==> src/rtl/traffic_phase_scheduler.sv <==
// Four-approach traffic phase scheduler: GREEN -> YELLOW -> ALL_RED cycle with
// round-robin service of latched requests, min/max green and emergency preemption.
module traffic_phase_scheduler #(
  parameter int unsigned CNT_W     = 8,
  parameter int unsigned MIN_GREEN = 5,
  parameter int unsigned MAX_GREEN = 20,
  parameter int unsigned YELLOW_T  = 3,
  parameter int unsigned ALLRED_T  = 2,
  parameter int unsigned HOME      = 0
) (
  input  logic       clock,
  input  logic       clear_n,
  input  logic [3:0] req,
  input  logic       emerg,
  input  logic [1:0] emerg_dir,
  output logic [7:0] lights,
  output logic [1:0] active,
  output logic [1:0] phase,
  output logic [3:0] pending
);

  typedef enum logic [1:0] {
    PH_ALL_RED = 2'd0,
    PH_GREEN   = 2'd1,
    PH_YELLOW  = 2'd2
  } phase_e;

  localparam logic [CNT_W-1:0] MIN_M1    = CNT_W'(MIN_GREEN - 1);
  localparam logic [CNT_W-1:0] MAX_M1    = CNT_W'(MAX_GREEN - 1);
  localparam logic [CNT_W-1:0] YELLOW_M1 = CNT_W'(YELLOW_T - 1);
  localparam logic [CNT_W-1:0] ALLRED_M1 = CNT_W'(ALLRED_T - 1);
  localparam logic [CNT_W-1:0] TIMER_MAX = {CNT_W{1'b1}};
  localparam logic [1:0]       HOME_A    = 2'(HOME);

  localparam logic [1:0] LC_RED    = 2'd0;
  localparam logic [1:0] LC_YELLOW = 2'd1;
  localparam logic [1:0] LC_GREEN  = 2'd2;

  phase_e           phase_q, phase_d;
  logic [CNT_W-1:0] timer_q, timer_d;
  logic [1:0]       active_q, active_d;
  logic [3:0]       pending_q, pending_d;

  logic [1:0] sel;
  logic       rr_found;
  logic       other;
  logic       emerg_away;

  // Grant selection for the next green: emergency, then round-robin after active, then HOME.
  always_comb begin
    sel      = HOME_A;
    rr_found = 1'b0;
    for (int k = 1; k <= 4; k++) begin
      if (!rr_found && pending_q[2'(active_q + 2'(k))]) begin
        sel      = 2'(active_q + 2'(k));
        rr_found = 1'b1;
      end
    end
    if (emerg) begin
      sel = emerg_dir;
    end
  end

  assign emerg_away = emerg && (emerg_dir != active_q);
  assign other      = ((pending_q & ~(4'b0001 << active_q)) != 4'b0000) || emerg_away;

  // Phase sequencing, timer and request latching.
  always_comb begin
    phase_d   = phase_q;
    active_d  = active_q;
    pending_d = pending_q | req;
    timer_d   = (timer_q == TIMER_MAX) ? timer_q : timer_q + CNT_W'(1);

    case (phase_q)
      PH_ALL_RED: begin
        if (timer_q == ALLRED_M1) begin
          phase_d        = PH_GREEN;
          active_d       = sel;
          pending_d[sel] = 1'b0;
        end
      end
      PH_GREEN: begin
        pending_d[active_q] = 1'b0;
        if (emerg_away) begin
          phase_d = PH_YELLOW;
        end else if (!emerg && other && (timer_q >= MIN_M1) &&
                     (!req[active_q] || (timer_q >= MAX_M1))) begin
          phase_d = PH_YELLOW;
        end
      end
      PH_YELLOW: begin
        if (timer_q == YELLOW_M1) begin
          phase_d = PH_ALL_RED;
        end
      end
      default: begin
        phase_d = PH_ALL_RED;
      end
    endcase

    if (phase_d != phase_q) begin
      timer_d = '0;
    end
  end

  always_ff @(posedge clock) begin
    if (!clear_n) begin
      phase_q   <= PH_ALL_RED;
      timer_q   <= '0;
      active_q  <= HOME_A;
      pending_q <= 4'b0000;
    end else begin
      phase_q   <= phase_d;
      timer_q   <= timer_d;
      active_q  <= active_d;
      pending_q <= pending_d;
    end
  end

  // Light codes depend only on phase and active, so only one head can be non-red.
  always_comb begin
    lights = 8'h00;
    for (int i = 0; i < 4; i++) begin
      if (active_q == 2'(i)) begin
        if (phase_q == PH_GREEN) begin
          lights[2*i +: 2] = LC_GREEN;
        end else if (phase_q == PH_YELLOW) begin
          lights[2*i +: 2] = LC_YELLOW;
        end else begin
          lights[2*i +: 2] = LC_RED;
        end
      end
    end
  end

  assign active  = active_q;
  assign phase   = phase_q;
  assign pending = pending_q;

endmodule

==> config.mk <==
export PLATFORM = sky130hd
export DESIGN_NAME = traffic_phase_scheduler
export DESIGN_NICKNAME = d
export VERILOG_FILES = /design/src/rtl/traffic_phase_scheduler.sv
export SDC_FILE = /design/constraint.sdc
export NUM_CORES = 1
export LEC_CHECK = 0
export CAP_MARGIN = 15
export CORE_AREA = 10 10 60 62
export DETAILED_ROUTE_END_ITERATION = 7
export DIE_AREA = 0 0 70 72
export PLACE_DENSITY_LB_ADDON = 0.25
export SKIP_CTS_REPAIR_TIMING = 1
export SLEW_MARGIN = 10
export SYNTH_ARGS = -nofsm -noshare
export SYNTH_HDL_FRONTEND = slang
export SYNTH_SLANG_ARGS = --single-unit
==> constraint.sdc <==
create_clock -name clock -period 4.2 [get_ports clock]
set_input_delay 0.84 -clock clock [delete_from_list [all_inputs] [get_ports clock]]
set_output_delay 0.84 -clock clock [all_outputs]
set_load 0.02 [all_outputs]
After elaboration in Yosys (flattened, before gate mapping). Index checks and enable logic that the tools add are counted. Widths: inputs -> output; s select.

Bitwise gates (word level): 8. Equal/unequal tests: 10. Reductions and logical operators: 21. Shift operators: 1. $lt $le $gt $ge: 9. Add/sub/neg operators: 4. Multiplexer cells: 35.

Operator list (number): $mux 2 (14); $lt 2x3->1 const B (5); $and 4x4->4 (3); $not 4->4 (3); $mux 1 (11); $bmux 1 s2 (5); $logic_and 1x1->1 (9); $add 8x1->8 const B (1); $eq 8x1->1 const B (1); $eq 8x2->1 const B (1); $eq 8x8->1 const B (1); $ge 8x3->1 const B (1); $ge 8x5->1 const B (1); $pmux 4 s2 (1); $eq 2x2->1 const B (3); $pmux 2 s3 (1); $logic_not 1->1 (5); $add 2x2->2 const B (2); $demux 1 s2 (2); $eq 2x1->1 const B (2); $ge 2x1->1 const B (2); $logic_not 2->1 (2); $mux 4 (1); $ne 2x2->1 (2); other kinds (8) (9).

Bits in registers: 16. Output and inout bits: 16. Logic and storage cells: 92.

Longest topological paths before layout. Gate-level depths: netlist of run 1.

Depth after elaboration: 22. Depth in mapped cells: 9. Mapped depth without buffers: 7.

Least setup slack after synthesis of run 1. Ideal clock, no wire load.

Kind: reg2reg. Start point: register active_q[0] (netlist: active[0]). End point: register pending_q[3] (netlist: pending[3]). Path slack: 1646 ps. Stages on the path, launching flop included: 10. Data required time: 4070 ps. Arrival: 2423 ps. Path through: dfxtp_1 > buf_6 > inv_1 > ha_1 > buf_2 > mux4_2 > nand2b_1 > a2111o_1 > a21oi_1 > a211oi_1.

Longest elaborated chain between the ends: 22. Elaborated cells between the ends (all ways): 41. Classes of those cells: add/sub (3); order compare (4); mux (22); bitwise (4); reduce/logical (8).

Ends and longest elaborated chain: start: declaration (RTL line 41) `logic [1:0] active_q, active_d;`; start signal: assignment (RTL line 115) `active_q <= active_d;`; $add 2x1->2 (RTL line 54, 55); $bmux 1 s2 (RTL line 54) `if (!rr_found && pending_q[2'(active_q + 2'(k))]) begin`; $mux 1 (implied by the code) (RTL line 54); $mux 1 (RTL line 54); $logic_not 1->1 (RTL line 54); $logic_and 1x1->1 (RTL line 54); $mux 1 (RTL line 54); $logic_not 1->1 (RTL line 54); (+6 left out); $lt 2x3->1 (implied by the code) or $ge 2x1->1 (tied branches) (RTL line 79) `pending_d[sel] = 1'b0;`; $logic_and 1x1->1 (implied by the code) (RTL line 79); $mux 1 (implied by the code) (RTL line 79); $demux 1 s2 (RTL line 79); $not 4->4 (no source line); $and 4x4->4 (no source line); $mux 4 (RTL line 76) `if (timer_q == ALLRED_M1) begin`; $pmux 4 s2 (*) (RTL line 74) `case (phase_q)`; end signal: assignment (RTL line 116) `pending_q <= pending_d;`; end: declaration (RTL line 42) `logic [3:0] pending_q, pending_d;`.

Mark *: on every way between the ends. The rest lies on a longest branch, timed or not. The select of a mux whose other input is x is not followed. A chain may end at the register's enable or synchronous reset.

Final worst setup path of run 1.
Start point: register active_q[0] (netlist: active[0]). End point: output port lights[1].

Longest elaborated chain between the ends: 2.

Ends and longest elaborated chain: $logic_not 2->1 (RTL line 124) `if (active_q == 2'(i)) begin`; $mux 2 (RTL line 124); end: declaration (RTL line 16) `output logic [7:0] lights,`.

No other way between the ends.

==> impl_results.md, run 1 <==
* Psw at 0.000417 W
* Max IR drop VDD at 0.361 mV
* Routed wire length at around 3200 µm
* CP endpoint kind: primary output
* Startpoint Class: flip-flop
* N_diodes at 0
* Sequential share of the synthesized area at 0.245
* HP Class: reg2reg
* CTS Buf Count at 3
* Post-route clock skew at approximately 2.5 ps
* RSZ-0062 raised after global routing: no
* Setup CP Type: reg2out
* RR Startpoint: active[0]$_SDFFE_PN0P_
* H-tree level count at 1
* Worst EP arrival at 2280 ps
* Worst Path Max Fanout at 16
* Fmax at around 320 MHz
* Power Density at between 500 and 600 nW/µm²
* Fin crit share at 0.742
* Finish-stage setup viols at 0
* GRT Residual Overflow at 0
* Synth Flop Type: dfxtp_1
* 1st-pass router iterations at 4
* WHS at about 570 ps
* Core Area at approximately 2400 µm²
* Worst reg-to-reg path cell count at 7
* Synth warn at 0
* Worst hold stages at 2
* Slew HR at 0.534
* Post-synth EDFFs at 0
* Hold Crit Start: phase[0]$_SDFF_PN0_
* Clk buf depth at 2
* Total number of vias at 1,206
* Avg WL per Cell at around 16 µm
* Die H at 72 µm
* Io pins at 25
* Global-route wire length before repair at 5630 µm
* Iteration-0 DRC Markers at 117
* PortBufs at 24
* Yosys reg bits at 16
* Final Util at 0.647
* Root Buffer: clkbuf_4
* Status: finished clean
* RR Endpoint: pending[3]$_SDFF_PN0_
* Vias in the first global route at 1,216
* LEAKAGE at 0.614 nW
* Hpwl dp at about 2500 µm
* Die Width at 70 µm
* Net count after synthesis at between 150 and 200
* Final hold violations at 0
* Nets@finish at roughly 190
* Residual DRC at 0
* Share of cells above drive strength 1 at 0.0647
* Pin count of the biggest net entering global routing at 17
* R2R setup slack at about 1300 ps
* Net Sw Frac at 0.463
* DP Cell Count at just under 200
* Sink Count at 16
* Async S/R FF share, synth at 0
* GP Congestion at between 0.8 and 0.9
* Via density at 6.03
* Placement-stage cell area at ~1600 µm²
* Fin cells at 200
* Area Overhead vs Synth at 20.1%
* Final-report max-slew violation count at 0
* Initial Util at 0.539
* Full die area at a little over 5000 µm²
* CP required at 3360 ps
* Initial antenna violation count at 0
* Post-route ant nets at 0
* Synthesized instance count at 150
* WHS Endpoint: phase[0]$_SDFF_PN0_
* Mapped Area at ~1300 µm²
* Clock power share at 0.093
* Synth cell types at 43
* Row count at 18
* Fin Setup TNS at 0 ps
* Reg power frac at 0.315
* Clk_lat worst skew at 290 ps
* Worst slew pin tran at about 700 ps
* Total GRT Usage at 0.129
* Syn Area/Cell at 8.73 µm²
* Post-route minimum period at slightly above 3000 ps
* Maxcap violations at 0
* Final Instance Area at about 1600 µm²
* Comb pwr share at 0.592
* Clk pin slew, worst setup/hold paths at around 90 ps
* TritonCTS clock tree: done
* Internal power at ~0.00048 W
routing by layer:
metal	global-route usage	part of all wire	vias up
met5	0	0	-
met4	0.0329	0.022	0
met3	0.0449	0.069	8
met2	0.235	0.48	42
met1	0.140	0.42	568
li1	-	-	588
cells by family (layout without fill, tap and decap cells):
logic type | after synthesis | count (layout) | synth area share
xor+xnor | 6 | 6 | 0.0401
flops | 16 | 16 | 0.245
fa+ha+maj | 8 | 8 | 0.0764
compound gates | 32 | 32 | 0.181
buf+inv | 13 | 33 | 0.0458
simple gates | 66 | 66 | 0.278
mux | 9 | 9 | 0.135
metrics by stage:
stage,power [W],setup slack [ps]
after CTS,0.000902,1070
after detailed placement,0.000819,1310
after global routing,0.000975,966
after global placement,0.000798,1450
after floorplan,0.000663,1650
final,0.000902,1080
cells in the final DEF (no fill, tap or decap), types with 2 or more instances in the layout:
| cell type | instances |
|---|---|
| nand3_1 | 5 |
| mux4_2 | 2 |
| and3_1 | 5 |
| a211oi_1 | 2 |
| dfxtp_1 | 16 |
| ha_1 | 8 |
| nor2b_1 | 3 |
| o21a_1 | 3 |
| xnor2_1 | 3 |
| inv_1 | 6 |
| nand2_1 | 8 |
| a21boi_0 | 2 |
| clkdlybuf4s50_1 | 24 |
| and3b_1 | 2 |
| mux2i_1 | 3 |
| nand4_1 | 3 |
| nor3_1 | 4 |
| xor2_1 | 3 |
| o21ai_0 | 9 |
| nor2_1 | 13 |
| a2111oi_0 | 2 |
| and2_1 | 8 |
| mux4_1 | 3 |
| a21oi_1 | 5 |
| nand2b_1 | 10 |
| clkbuf_4 | 3 |
cells in the mapped netlist, types with 2 or more instances:
master     instances  area (µm²)
a2111oi_0          2        17.5
a211oi_1           2        15.0
a21boi_0           2        15.0
a21oi_1            5        25.0
and2_1             8        50.1
and3_1             5        31.3
and3b_1            2        17.5
buf_2              3        15.0
clkbuf_1           2        7.51
dfxtp_1           16         320
ha_1               8         100
inv_1              6        22.5
mux2i_1            3        30.0
mux4_1             3        78.8
mux4_2             2        45.0
nand2_1            8        30.0
nand2b_1          10        62.6
nand3_1            5        25.0
nand4_1            3        18.8
nor2_1            13        48.8
nor2b_1            3        18.8
nor3_1             4        20.0
o21a_1             3        22.5
o21ai_0            9        45.0
xnor2_1            3        26.3
xor2_1             3        26.3
area by class of cell:
type	count	area, µm²
well taps	30	37.5
inverters	6	22.5
clock buffers	3	22.5
flip-flops and latches	16	320
multi-input cells	121	930
repair buffers	24	240
fillers	217	860
worst max path at each step:
stage,start,endpoint,slack (ps),cells after the start
final,active[0]$_SDFFE_PN0P_,lights[1],1080,4
after global routing,active[0]$_SDFFE_PN0P_,lights[5],970,4
after CTS,active[0]$_SDFFE_PN0P_,lights[1],1070,4
after detailed placement,active[0]$_SDFFE_PN0P_,pending[3]$_SDFF_PN0_,1310,7
after global placement,active[0]$_SDFFE_PN0P_,lights[1],1450,4
after floorplan,active[0]$_SDFFE_PN0P_,pending[3]$_SDFF_PN0_,1650,9
sequential cells by signal, summed over array words and instances (netlist names):
signal,cells
timer_q,8
pending,4
active,2
phase,2
critical path: stages, from the launching register on:
cell and delay (ps):
dfxtp_1 780, inv_1 210, ha_1 290, and2_1 160
clkdlybuf4s50_1 540
power by group through the flow:
stage / registers [W] / logic (W) / clock network (W)
5_1_grt: 0.000294 / 0.000590 / 0.0000910
3_3_place_gp: 0.000282 / 0.000516 / 0
6_report: 0.000284 / 0.000534 / 0.0000837
4_1_cts: 0.000282 / 0.000535 / 0.0000848
3_5_place_dp: 0.000285 / 0.000533 / 0
2_1_floorplan: 0.000265 / 0.000398 / 0
No activity file was read; power rests on OpenSTA's default activity.
==> run 2, diff against run 1 <==
--- a/config.mk
+++ b/config.mk
@@ -6,9 +6,9 @@
 export NUM_CORES = 1
 export LEC_CHECK = 0
 export CAP_MARGIN = 15
-export CORE_AREA = 10 10 60 62
+export CORE_AREA = 10 10 86 51
 export DETAILED_ROUTE_END_ITERATION = 7
-export DIE_AREA = 0 0 70 72
+export DIE_AREA = 0 0 96 61
 export PLACE_DENSITY_LB_ADDON = 0.25
 export SKIP_CTS_REPAIR_TIMING = 1
 export SLEW_MARGIN = 10
==> constraint.sdc (replaced) <==
create_clock -name clock -period 2.69 [get_ports clock]
set_input_delay 0.538 -clock clock [delete_from_list [all_inputs] [get_ports clock]]
set_output_delay 0.538 -clock clock [all_outputs]
set_load 0.02 [all_outputs]
==> impl_results.md, run 2 (synthesis results as in run 1) <==
* Status: finished clean
* Crit-path cells: inv_1 > nor2_1 > and2_1 > clkdlybuf4s50_1
* Startpoint Class: flip-flop
* Post-route minimum period at 2500 ps
* Placement-stage cell area at 1580 µm² (+1.8%)
* Fmax at roughly 400 MHz
* Register area at 320 µm² (unchanged)
* Highest metal used: met4
* Bufs and invs on worst path at 2 (unchanged)
* Row count at 14 (-4)
* Fin Setup TNS at 0 ps (unchanged)
* Worst slew pin tran at 485 ps (-214 ps)
* Pin count of the biggest net entering global routing at 16 (-1)
* Power Density at 940 nW/µm² (+64%)
* HP Class: reg2reg
* Sink Count at 16 (unchanged)
* Die H at 61 µm (-15%)
* Slowest CP cell: clkdlybuf4s50_1
* Avg WL per Cell at 17.5 µm (+8.4%)
* Hpwl dp at 3010 µm (+19%)
* Clk pin slew, worst setup/hold paths at 60 ps (-30 ps)
* Max reg flops at 8 (unchanged)
* Slew HR at 0.676 (+0.143)
* N_diodes at 0 (unchanged)
* TritonCTS clock tree: done
* M1 wire length at 1770 µm (+29%)
* Iteration-0 DRC Markers at 138 (+18%)
* Fin crit share at 0.931
* Final hold violations at 0 (unchanged)
* CTS Buf Count at 3 (unchanged)
* Root Buffer: clkbuf_8
* Max IR drop VDD at 0.466 mV (+29%)
* H-tree level count at 1 (unchanged)
* Core Area at 2870 µm² (+18%)
* Commonest non-fill, non-tap cell in the layout: clkdlybuf4s50_1
* Fillcell total at 256 (+18%)
* WHS at 563 ps (-8.26 ps)
* LEAKAGE at 0.640 nW (+4.2%)
* Total number of vias at 1,228 (+1.8%)
* Fin cells at 213 (+6.5%)
* CP required at 2150 ps (-1210 ps)
* Via density at 5.77 (-4.4%)
* DP Cell Count at 209 (+6.1%)
* Worst Path Max Fanout at 6 (-10)
* Initial Util at 0.456 (-0.0826)
* Worst path max stage delay at 640 ps (-140 ps)
* Nets@finish at 191 (+1.1%)
* Clk_lat worst skew at 240 ps (-50 ps)
* Wire length on met2 at 1490 µm (-4.8%)
* Final Instance Area at 1630 µm² (+3.8%)
* CP endpoint kind: primary output
* PortBufs at 24 (unchanged)
* Post-route ant nets at 0 (unchanged)
* Leading cell types in the layout, fill and taps excluded: clkdlybuf4s50_1 (24), dfxtp_1 (16), nor2_1 (13), nand2b_1 (10), o21ai_0 (9)
* Setup CP Type: reg2out
* 1st-pass router iterations at 4 (unchanged)
* Multi-input logic area at 930 µm² (unchanged)
* GRT Residual Overflow at 0 (unchanged)
* Delay-heaviest family, CP: buffers and inverters
* RSZ-0062 raised after global routing: no
* Total GRT Usage at 0.128 (-0.00110)
* Metal3 WL at 459 µm (+110%)
* GP Congestion at 0.836 (-6.6%)
* Full die area at 5860 µm² (+16%)
* Clk buf depth at 2 (unchanged)
* Die Width at 96 µm (+37%)
* Finish-stage setup viols at 0 (unchanged)
* Post-route clock skew at 1.90 ps (-0.623 ps)
* Biggest register: timer_q
* Area Overhead vs Synth at 24.6%
* Share of cells above drive strength 1 at 0.0809 (+0.0162)
* Global-route wire length before repair at 5790 µm (+2.8%)
* Initial antenna violation count at 0 (unchanged)
* Worst EP arrival at 1970 ps (-310 ps)
* Maxcap violations at 0 (unchanged)
* Vias in the first global route at 1,150 (-5.4%)
* Final-report max-slew violation count at 0 (unchanged)
* Residual DRC at 0 (unchanged)
* Io pins at 25 (unchanged)
* Routed wire length at 3730 µm (+15%)
==> run 2: cell types whose count changed in the layout (fill, tap and decap cells not counted) <==
cell	change
clkbuf_4	-3
clkbuf_8	+4
buf_4	+2
==> run 2: final timing paths <==
check / startpoint / endpoint / slack [ps] / cells past startpoint
worst max-delay path: phase[0]$_SDFF_PN0_ / lights[7] / 190 / 4
worst min-delay path: timer_q[2]$_SDFFE_PP0P_ / timer_q[2]$_SDFFE_PP0P_ / 560 / 2
worst max register to register: active[1]$_SDFFE_PN0P_ / pending[3]$_SDFF_PN0_ / 300 / 7
worst min register to register: timer_q[2]$_SDFFE_PP0P_ / timer_q[2]$_SDFFE_PP0P_ / 560 / 2
==> run 2: routing by layer <==
layer | global-route usage | vias up
li1 | - | 593
met1 | 0.180 | 567
met2 | 0.185 | 66
met3 | 0.0333 | 2
met4 | 0.0418 | 0
met5 | 0 | -
==> run 2: final cells by class <==
| cell class | count | share of cell area |
|---|---|---|
| tap | 40 | 0.0307 |
| inverter | 6 | 0.0138 |
| multi-input combinational | 121 | 0.569 |
| clock buffer | 4 | 0.0337 |
| timing repair buffer | 26 | 0.156 |
| sequential | 16 | 0.196 |
==> run 2: through the flow <==
| step | utilization | power [W] | setup slack, ps |
|---|---|---|---|
| after floorplan | - | 0.00104 | 136 |
| after global placement | 0.549 | 0.00129 | 357 |
| after detailed placement | 0.549 | 0.00132 | 298 |
| after CTS | 0.568 | 0.00153 | 207 |
| after global routing | 0.568 | 0.00165 | 89.8 |
| final | 0.568 | 0.00153 | 187 |
==> run 2: worst min-delay path: stages (launching register included) <==
cell     delay, ps
dfxtp_1        350
nor2_1         110
nor3_1          50
==> run 2: where the power goes <==
group	switching [W]	total, W	internal (W)	leakage [nW]
Sequential	0.0000973	0.000391	0.000294	0.131
Clock	0.0000768	0.000206	0.000130	0.0288
Combinational	0.000509	0.000937	0.000428	0.480
Total	0.000683	0.00153	0.000851	0.640
